<file path="src/rtl/imem_loader_pkg.sv">
// Shared definitions for the instruction-memory loader: FSM state codes,
// stream byte-order constants and small helper functions.
package imem_loader_pkg;

    // FSM state encodings
    localparam logic [2:0] ST_IDLE   = 3'd0;
    localparam logic [2:0] ST_LEN_LO = 3'd1;
    localparam logic [2:0] ST_LEN_HI = 3'd2;
    localparam logic [2:0] ST_DATA   = 3'd3;
    localparam logic [2:0] ST_WRITE  = 3'd4;
    localparam logic [2:0] ST_CHK    = 3'd5;
    localparam logic [2:0] ST_DONE   = 3'd6;
    localparam logic [2:0] ST_ERROR  = 3'd7;

    // Stream byte order: little-endian, least-significant byte of a word first
    localparam int         BYTES_PER_WORD = 4;
    localparam logic [1:0] FIRST_BYTE_IDX = 2'd0;
    localparam logic [1:0] LAST_BYTE_IDX  = 2'd3;

    // Running checksum: plain XOR of every data byte
    function automatic logic [7:0] chk_update(input logic [7:0] chk, input logic [7:0] data_byte);
        return chk ^ data_byte;
    endfunction

    // Byte address of word number idx (wraps modulo 2^32)
    function automatic logic [31:0] word_addr(input logic [31:0] base, input logic [31:0] idx);
        return base + (idx << 2);
    endfunction

endpackage

</file>
<file path="src/rtl/imem_word_packer.sv">
// Assembles stream bytes little-endian into 32-bit words and keeps the
// running XOR checksum of every byte shifted in.
module imem_word_packer
    import imem_loader_pkg::*;
(
    input  logic        clk,
    input  logic        rst,
    input  logic        clear,
    input  logic        shift_en,
    input  logic [7:0]  byte_in,
    output logic [31:0] word_next,
    output logic        last_byte,
    output logic [7:0]  checksum
);

    logic [31:0] word_r;
    logic [1:0]  idx_r;
    logic [7:0]  chk_r;
    logic [31:0] word_next_s;

    // Word as it will look once the current byte lands in lane idx_r
    always_comb begin
        word_next_s = word_r;
        word_next_s[{idx_r, 3'b000} +: 8] = byte_in;
    end

    // Byte lane index, word shift register and checksum state
    always_ff @(posedge clk) begin
        if (rst || clear) begin
            word_r <= 32'd0;
            idx_r  <= FIRST_BYTE_IDX;
            chk_r  <= 8'd0;
        end else if (shift_en) begin
            word_r <= word_next_s;
            idx_r  <= idx_r + 2'd1;
            chk_r  <= chk_update(chk_r, byte_in);
        end
    end

    assign word_next = word_next_s;
    assign last_byte = (idx_r == LAST_BYTE_IDX);
    assign checksum  = chk_r;

endmodule

</file>
<file path="src/rtl/imem_loader.sv">
// Instruction-memory loader: receives a length-prefixed, XOR-checked byte
// stream, writes it word by word into instruction memory and holds the
// core until a complete verified program is present.
module imem_loader
    import imem_loader_pkg::*;
#(
    parameter logic [31:0] BASE_ADDR = 32'h0000_0000,
    parameter int          MAX_WORDS = 256,
    parameter int          LEN_W     = 16
) (
    input  logic             CLK,
    input  logic             RST,
    input  logic             start,
    input  logic [7:0]       byte_in,
    input  logic             byte_valid,
    output logic             byte_ready,
    output logic [31:0]      mem_address,
    output logic [31:0]      mem_data_in,
    output logic             mem_we,
    output logic             cpu_hold,
    output logic             done,
    output logic             err,
    output logic [LEN_W-1:0] words_loaded
);

    logic [2:0]       state_r;
    logic [2:0]       next_state_s;
    logic [LEN_W-1:0] len_r;
    logic [LEN_W-1:0] len_full_s;
    logic [LEN_W-1:0] words_loaded_r;
    logic [31:0]      mem_address_r;
    logic [31:0]      mem_data_in_r;
    logic             byte_ready_r;
    logic             mem_we_r;
    logic             cpu_hold_r;
    logic             done_r;
    logic             err_r;
    logic             ready_next_s;
    logic             accept_s;
    logic             start_ok_s;
    logic             shift_en_s;
    logic [31:0]      word_next_s;
    logic             last_byte_s;
    logic [7:0]       checksum_s;

    assign accept_s   = byte_valid & byte_ready_r;
    assign start_ok_s = start & ((state_r == ST_IDLE) | (state_r == ST_DONE) | (state_r == ST_ERROR));
    assign shift_en_s = accept_s & (state_r == ST_DATA);
    assign len_full_s = LEN_W'({byte_in, len_r[7:0]});

    imem_word_packer u_packer (
        .clk       (CLK),
        .rst       (RST),
        .clear     (start_ok_s),
        .shift_en  (shift_en_s),
        .byte_in   (byte_in),
        .word_next (word_next_s),
        .last_byte (last_byte_s),
        .checksum  (checksum_s)
    );

    // Next-state decision for the load sequence
    always_comb begin
        next_state_s = state_r;
        case (state_r)
            ST_IDLE, ST_DONE, ST_ERROR: begin
                if (start) next_state_s = ST_LEN_LO;
                else       next_state_s = state_r;
            end
            ST_LEN_LO: begin
                if (accept_s) next_state_s = ST_LEN_HI;
                else          next_state_s = state_r;
            end
            ST_LEN_HI: begin
                if (!accept_s)                                next_state_s = state_r;
                else if (len_full_s == {LEN_W{1'b0}})         next_state_s = ST_CHK;
                else if (len_full_s > LEN_W'(MAX_WORDS))      next_state_s = ST_ERROR;
                else                                          next_state_s = ST_DATA;
            end
            ST_DATA: begin
                if (accept_s && last_byte_s) next_state_s = ST_WRITE;
                else                         next_state_s = state_r;
            end
            ST_WRITE: begin
                if (words_loaded_r + LEN_W'(1) == len_r) next_state_s = ST_CHK;
                else                                     next_state_s = ST_DATA;
            end
            ST_CHK: begin
                if (!accept_s)                  next_state_s = state_r;
                else if (byte_in == checksum_s) next_state_s = ST_DONE;
                else                            next_state_s = ST_ERROR;
            end
            default: next_state_s = ST_IDLE;
        endcase
    end

    // States in which the loader takes a stream byte
    always_comb begin
        ready_next_s = 1'b0;
        case (next_state_s)
            ST_LEN_LO, ST_LEN_HI, ST_DATA, ST_CHK: ready_next_s = 1'b1;
            default:                               ready_next_s = 1'b0;
        endcase
    end

    // State register, registered outputs and load bookkeeping
    always_ff @(posedge CLK) begin
        if (RST) begin
            state_r        <= ST_IDLE;
            len_r          <= {LEN_W{1'b0}};
            words_loaded_r <= {LEN_W{1'b0}};
            mem_address_r  <= BASE_ADDR;
            mem_data_in_r  <= 32'd0;
            byte_ready_r   <= 1'b0;
            mem_we_r       <= 1'b0;
            cpu_hold_r     <= 1'b1;
            done_r         <= 1'b0;
            err_r          <= 1'b0;
        end else begin
            state_r      <= next_state_s;
            byte_ready_r <= ready_next_s;
            mem_we_r     <= (next_state_s == ST_WRITE);
            done_r       <= (next_state_s == ST_DONE);
            err_r        <= (next_state_s == ST_ERROR);
            cpu_hold_r   <= (next_state_s != ST_DONE);

            if (start_ok_s) begin
                words_loaded_r <= {LEN_W{1'b0}};
            end else if (state_r == ST_WRITE) begin
                words_loaded_r <= words_loaded_r + LEN_W'(1);
            end

            if (accept_s && (state_r == ST_LEN_LO)) begin
                len_r[7:0] <= byte_in;
            end else if (accept_s && (state_r == ST_LEN_HI)) begin
                len_r <= len_full_s;
            end

            // Address and data are latched on the 4th byte so WRITE sees them
            if (shift_en_s && last_byte_s) begin
                mem_address_r <= word_addr(BASE_ADDR, 32'(words_loaded_r));
                mem_data_in_r <= word_next_s;
            end
        end
    end

    assign byte_ready   = byte_ready_r;
    assign mem_address  = mem_address_r;
    assign mem_data_in  = mem_data_in_r;
    assign mem_we       = mem_we_r;
    assign cpu_hold     = cpu_hold_r;
    assign done         = done_r;
    assign err          = err_r;
    assign words_loaded = words_loaded_r;

endmodule

</file>
<file path="config.mk">
export PLATFORM = sky130hd
export DESIGN_NAME = imem_loader
export DESIGN_NICKNAME = d
export VERILOG_FILES = /design/src/rtl/imem_loader_pkg.sv /design/src/rtl/imem_word_packer.sv /design/src/rtl/imem_loader.sv
export SDC_FILE = /design/constraint.sdc
export NUM_CORES = 1
export LEC_CHECK = 0
export ABC_AREA = 1
export CORE_MARGIN = 10
export CORE_UTILIZATION = 55
export DETAILED_ROUTE_END_ITERATION = 12
export HOLD_SLACK_MARGIN = 0.08
export PLACE_DENSITY = 0.89
export SLEW_MARGIN = 20
export SYNTH_ARGS = -nofsm -noshare
export SYNTH_HDL_FRONTEND = slang
export SYNTH_HIERARCHICAL = 1
export SYNTH_SLANG_ARGS = --single-unit
</file>
<file path="constraint.sdc">
create_clock -name CLK -period 2 [get_ports CLK]
set_input_delay 0.2 -clock CLK [delete_from_list [all_inputs] [get_ports CLK]]
set_output_delay 0.2 -clock CLK [all_outputs]
set_load 0.03 [all_outputs]
</file>
Yosys cells after proc, flatten, opt, wreduce, memory -nomap -nowiden:

Cells that the tools add are included.

* flip-flop bits (word level): 130
* bits in latches: 0
* RAM bits: 0
* bits in read-only memories: 0
* bits of input ports: 12
* output and inout port bits: 85
* word-level logic and storage cells: 69
* memories kept: 0

* add/sub/neg operators: 3
* $mul: 0
* divide/modulo/power cells: 0
* magnitude comparators: 1
* equal/unequal tests: 18
* shift-type cells: 2
* multiplexer cells: 13
* bitwise operators: 7
* reductions and logical operators: 11

Operators with widths (count)
* $bwmux 32: 1
* $shift 8x7->32 const A: 1
* $shiftx 8x7->32: 1
* $eq 3x3->1 const B: 8
* $mux 3: 8
* $pmux 3 s6: 1
* $add 16x1->16 const B: 1
* $eq 16x16->1: 1
* $gt 16x9->1 const B: 1
* $logic_not 16->1: 1
* $eq 3x2->1 const B: 4
* $eq 8x8->1: 1
* $mux 8: 1
* $xor 8x8->8: 1
* $neg 5->7: 1
* $eq 3x1->1 const B: 2
* $logic_and 1x1->1: 4
* $reduce_or 4->1: 1
* $and 1x1->1: 3
* $logic_not 3->1: 1
* $ne 3x3->1 const B: 1
* $reduce_or 3->1: 1
* $add 2x1->2 const B: 1
* $eq 2x2->1 const B: 1
* other kinds (6): 8

Depth between registers and ports, before layout:

* depth after elaboration: 8
* depth in mapped cells: 18
* mapped depth without buffers: 18

Cells and area by module:

The synthesis kept the hierarchy.

Modules (own cells, without submodules)
* imem_loader: times used 1, cells each 598, area an instance 4191.5 µm², seq. area each 1761.7 µm²
* imem_word_packer: times used 1, cells each 395, area an instance 2393.5 µm², seq. area each 840.8 µm²

Worst setup path after synthesis:

No wires, ideal clock.

* kind: register -> register
* start: register words_loaded_r[1], in the netlist words_loaded[1]
* end: register byte_ready_r, in the netlist byte_ready
* library setup time: 0.113 ns
* arrival time: 2.003 ns
* data required time: 1.887 ns
* path slack: -0.116 ns
* cell stages (with the launch flop): 17
* path buffers: 0
* period minus slack after synthesis: 2.116 ns
* cell sequence: dfxtp_1 -> ha_1 -> nand2_1 -> nor2_4 -> nand3_1 -> nand2_1 -> nand3b_1 -> nand2_1 -> nand2_1 -> nor2_1 -> nand3_1 -> nand2_1 -> nand2_1 -> nand2_2 -> nand2_1 -> nand2_1 -> nor2_1

* longest elaborated chain between the ends: 7
* elaborated cells between the ends (all ways): 10
* those cells by class: add/sub (1); eq/ne (5); mux (3); reduce/logical (1)

Ends and longest elaborated chain
* from (decl): RTL line imem_loader.sv:30 `logic [LEN_W-1:0] words_loaded_r;`
* from (signal assigned): RTL line imem_loader.sv:111 `words_loaded_r <= {LEN_W{1'b0}};`
* from (signal assigned): RTL line imem_loader.sv:128 `words_loaded_r <= {LEN_W{1'b0}};`
* from (signal assigned): RTL line imem_loader.sv:130 `words_loaded_r <= words_loaded_r + LEN_W'(1);`
* $add 16x1->16 (*): RTL line imem_loader.sv:85 `if (words_loaded_r + LEN_W'(1) == len_r) next_state_s = ST_CHK;`
* $eq 16x16->1 (*): RTL line imem_loader.sv:85
* $mux 3 (*): RTL line imem_loader.sv:85
* $pmux 3 s6 (*): RTL line imem_loader.sv:65 `case (state_r)`
* $eq 3x1->1 (tied with other cells): RTL line imem_loader.sv:100 `case (next_state_s)`
* $reduce_or 4->1 (*): RTL line imem_loader.sv:100
* $mux 1 (*): RTL line imem_loader.sv:100
* to (signal assigned): RTL line imem_loader.sv:121 `byte_ready_r <= ready_next_s;`
* to (decl): RTL line imem_loader.sv:33 `logic byte_ready_r;`

Mark *: on every way between the ends. The rest lies on a longest branch, timed or not.
A chain may end at the register's enable or synchronous reset.

Worst setup path after layout:

* start: register words_loaded_r[0], in the netlist words_loaded[0]
* end: register cpu_hold_r, in the netlist cpu_hold

* longest elaborated chain between the ends: 5

Ends and longest elaborated chain
* $add 16x1->16: RTL line imem_loader.sv:85
* $eq 16x16->1: RTL line imem_loader.sv:85
* $mux 3: RTL line imem_loader.sv:85
* $pmux 3 s6: RTL line imem_loader.sv:65
* $ne 3x3->1: RTL line imem_loader.sv:125 `cpu_hold_r <= (next_state_s != ST_DONE);`
* to (signal assigned): RTL line imem_loader.sv:125
* to (decl): RTL line imem_loader.sv:35 `logic cpu_hold_r;`

Every way passes these cells.

==> impl_metrics.py <==
metrics = {
    "sta": {
        "setup_viol": 2,
        "final-hold-violation-count": 0,
        "fin_crit_sh": 1.02,
        "fmax_mhz": 492,
        "finalMaxSlewViolations": 0,
        "grt_setup_unrepaired": "true",
        "whs_ns": 0.506,
        "setup_slack_ns": -0.0344,
        "fin_skew_ns": 0.00702,
        "layout_min_cycle_time_ns": 2.03,
    },
    "yosys": {
        "synth_compound_area_frac": 0.112,
        "synth_area_sq_mm": 0.00659,
        "synthCells": 993,
        "seq_area_frac_synth": 0.395,
        "ys_types": 37,
        "synth_enable_flop_cells": 0,
        "yosysWarningCount": 6,
        "synth_xor_xnor_area_share": 0.0114,
        "synth.area.mux_share": 0,
        "ys.flop_type": "dfxtp_1",
        "synth-seq-cells": 130,
        "synth_top_family_by_area": "simple AND/OR/NAND/NOR gates",
        "synth-async-reset-ratio": 0,
        "synth_fa_ha_area_frac": 0.0133,
        "yosys.area_share.simple": 0.359,
        "syn_area_per_cell_sq_um": 6.63,
    },
    "drt": {
        "vias": 6813,
        "ant_nets": 0,
        "first_pass_iters": 8,
        "drt-initial-drc-count": 620,
        "wl_per_cell_um": 14.6,
        "routed_via_density": 5.40,
        "drc_errors": 0,
        "routed_wl_mm": 18.4,
    },
    "setup_path": {
        "critical-path-slowest-cell": "dfxtp_2",
        "path_buf_inv": 1,
        "worst-setup-path-type": "register to register",
        "start_kind": "register",
        "critPathMaxFanout": 7,
        "cpPeakStageDelay_ns": 0.35,
        "path_cells": "ha_4 -> nand2_4 -> nor2_4 -> buf_6 -> nand4_1 -> nand3b_1 -> nand2_1 -> nand2_1 -> nor2_2 -> nand3_1 -> nand2_1 -> nand2_1 -> nand2_2 -> nor2_2 -> nand2_2",
        "path_common_cell": "nand2_1",
        "required_ns": 2.31,
        "cp.arrival_ns": 2.34,
        "critPathTopFamily": "simple AND/OR/NAND/NOR gates",
        "end_kind": "register",
    },
    "placement": {
        "dpl.hpwl_mm": 13.0,
        "gp_congestion": 0.956,
        "numPortBuffers": 80,
        "dp_slack_ns": -0.0433,
    },
    "global_routing": {
        "grt_max_degree": 53,
        "grt_first_pass_wirelength_mm": 29.4,
        "overflow": 0,
        "grt_antenna_before_repair": 0,
        "grt_usage": 0.215,
        "grt_pass1_vias": 6153,
    },
    "floorplanning": {
        "pin_count": 97,
        "die_area_sq_mm": 0.0167,
        "chipWidth_um": 129,
        "initial_core_util": 0.569,
        "rows": 39,
        "die-height_um": 129,
        "design.core.area_sq_mm": 0.0116,
    },
    "cts": {
        "ctsRootBufferMaster": "clkbuf_16",
        "cts-buffers-inserted": 17,
        "cts_tree": "built",
        "path_clk_slew_ns": 0.06,
        "cts.sinks": 130,
        "htree_levels": 4,
        "cts_buffer_depth": 2,
        "insertion_delay_ns": 0.43,
    },
    "pwr": {
        "ir_drop_uv": 499,
        "powerDensity_mw_per_mm2": 903,
        "p_leak_nw": 3.86,
    },
    "layout": {
        "final_cell_mix": "209 x nand2_1, 172 x nor2_1, 124 x dfxtp_1",
        "nNetsFinal": 1125,
        "drive_above_1_share": 0.122,
        "mostFrequentLayoutCell": "nand2_1",
        "syn_to_final_growth_pct": 28.1,
        "antenna_cells": 0,
    },
    "outcome": {
        "violations": "negative setup slack",
        "status": "finished with violations",
    },
    "hold_path": {
        "worst_hold_path_type": "input port to register",
    },
    "flow_run": {
        "drv_cap": 0,
    },
}
per-layer routing:
layer	GRT usage	share of wire
met5	0	0
met3	0.0555	0.080
met1	0.264	0.43
met2	0.353	0.47
met4	0.0899	0.026
per-stage QoR:
step	util	TNS (ns)	instances	instance area, sq um	total power [mW]
after detailed placement	0.671	-0.0906	1228	7760	4.61
final	0.729	-0.0416	1262	8430	7.61
after global routing	0.729	-0.607	1262	8430	7.92
after floorplan	-	0	1008	6640	4.05
after global placement	0.671	-0.00191	1228	7760	4.59
after CTS	0.726	0	1262	8400	7.60
path summary, 6_finish.rpt:
kind | from | slack, ns | to | cells past startpoint
setup / recovery | words_loaded[0] | -0.03 | cpu_hold | 15
hold / removal | RST | 0.51 | state_r[2] | 3
setup reg to reg | words_loaded[0] | -0.03 | cpu_hold | 15
hold reg to reg | mem_data_in[1] | 0.51 | mem_data_in[1] | 2
what timing repair did:
item,in CTS,in global routing
gates cloned,0,0
hold endpoints to repair,0,0
hold buffers,0,0
resized for setup,13,11
setup buffers,2,0
pin swaps,8,4
setup endpoints to repair,4,6
cells by family (layout without fill, tap and decap cells):
| kind of cell | after synthesis | after routing |
|---|---|---|
| other cells | 1 | 16 |
| fa+ha+maj | 7 | 7 |
| flops | 130 | 130 |
| simple gates | 540 | 540 |
| compound gates | 141 | 141 |
| xor+xnor | 7 | 7 |
| buf+inv | 167 | 278 |
worst min-delay path: stages:
cell and delay [ns]:
clkdlybuf4s50_1 0.49, buf_4 0.15, nor2_4 0.04
synthesized netlist by cell type, types with 3 or more instances:
cell,instances,area [sq um]
inv_2,5,18.8
o211ai_1,8,60.1
nand4_1,19,119
a31oi_1,5,31.3
buf_2,13,65.1
nand3_1,87,435
inv_1,105,394
nor3b_1,8,60.1
nor2_4,10,113
o21ai_1,3,15.0
ha_1,7,87.6
buf_4,16,120
a21oi_1,48,240
clkbuf_1,23,86.3
clkinv_1,3,11.3
nand2_1,214,803
o21ai_0,73,365
xor2_1,5,43.8
nor3_1,4,20.0
dfxtp_1,130,2600
nand3b_1,3,22.5
nand2_2,7,43.8
a211oi_1,3,22.5
nor2_2,8,50.1
nor2_1,174,653
final cells by class:
cell class              count  area (sq um)
multi-input cells         711          3390
fillers                   866          3130
flip-flops and latches    130          2620
repair buffers            133          1250
clock buffers              20           467
inverters                 113           424
well taps                 143           179
clock inverters            12           109
registers in the layout, summed over array words and instances, names as in the netlist:
| signal | flops |
|---|---|
| mem_data_in | 32 |
| u_packer/word_r | 32 |
| len_r | 16 |
| mem_address | 16 |
| words_loaded | 16 |
| u_packer/checksum | 8 |
| state_r | 3 |
| u_packer/idx_r | 2 |
| byte_ready | 1 |
| cpu_hold | 1 |
| done | 1 |
| err | 1 |
| mem_we | 1 |
power breakdown:
part | internal, mW | switching (mW) | total (mW)
Clock | 1.80 | 1.19 | 2.99
Combinational | 0.623 | 1.11 | 1.73
Sequential | 2.74 | 0.145 | 2.88
Total | 5.17 | 2.44 | 7.61
No activity file was read; power rests on OpenSTA's default activity.
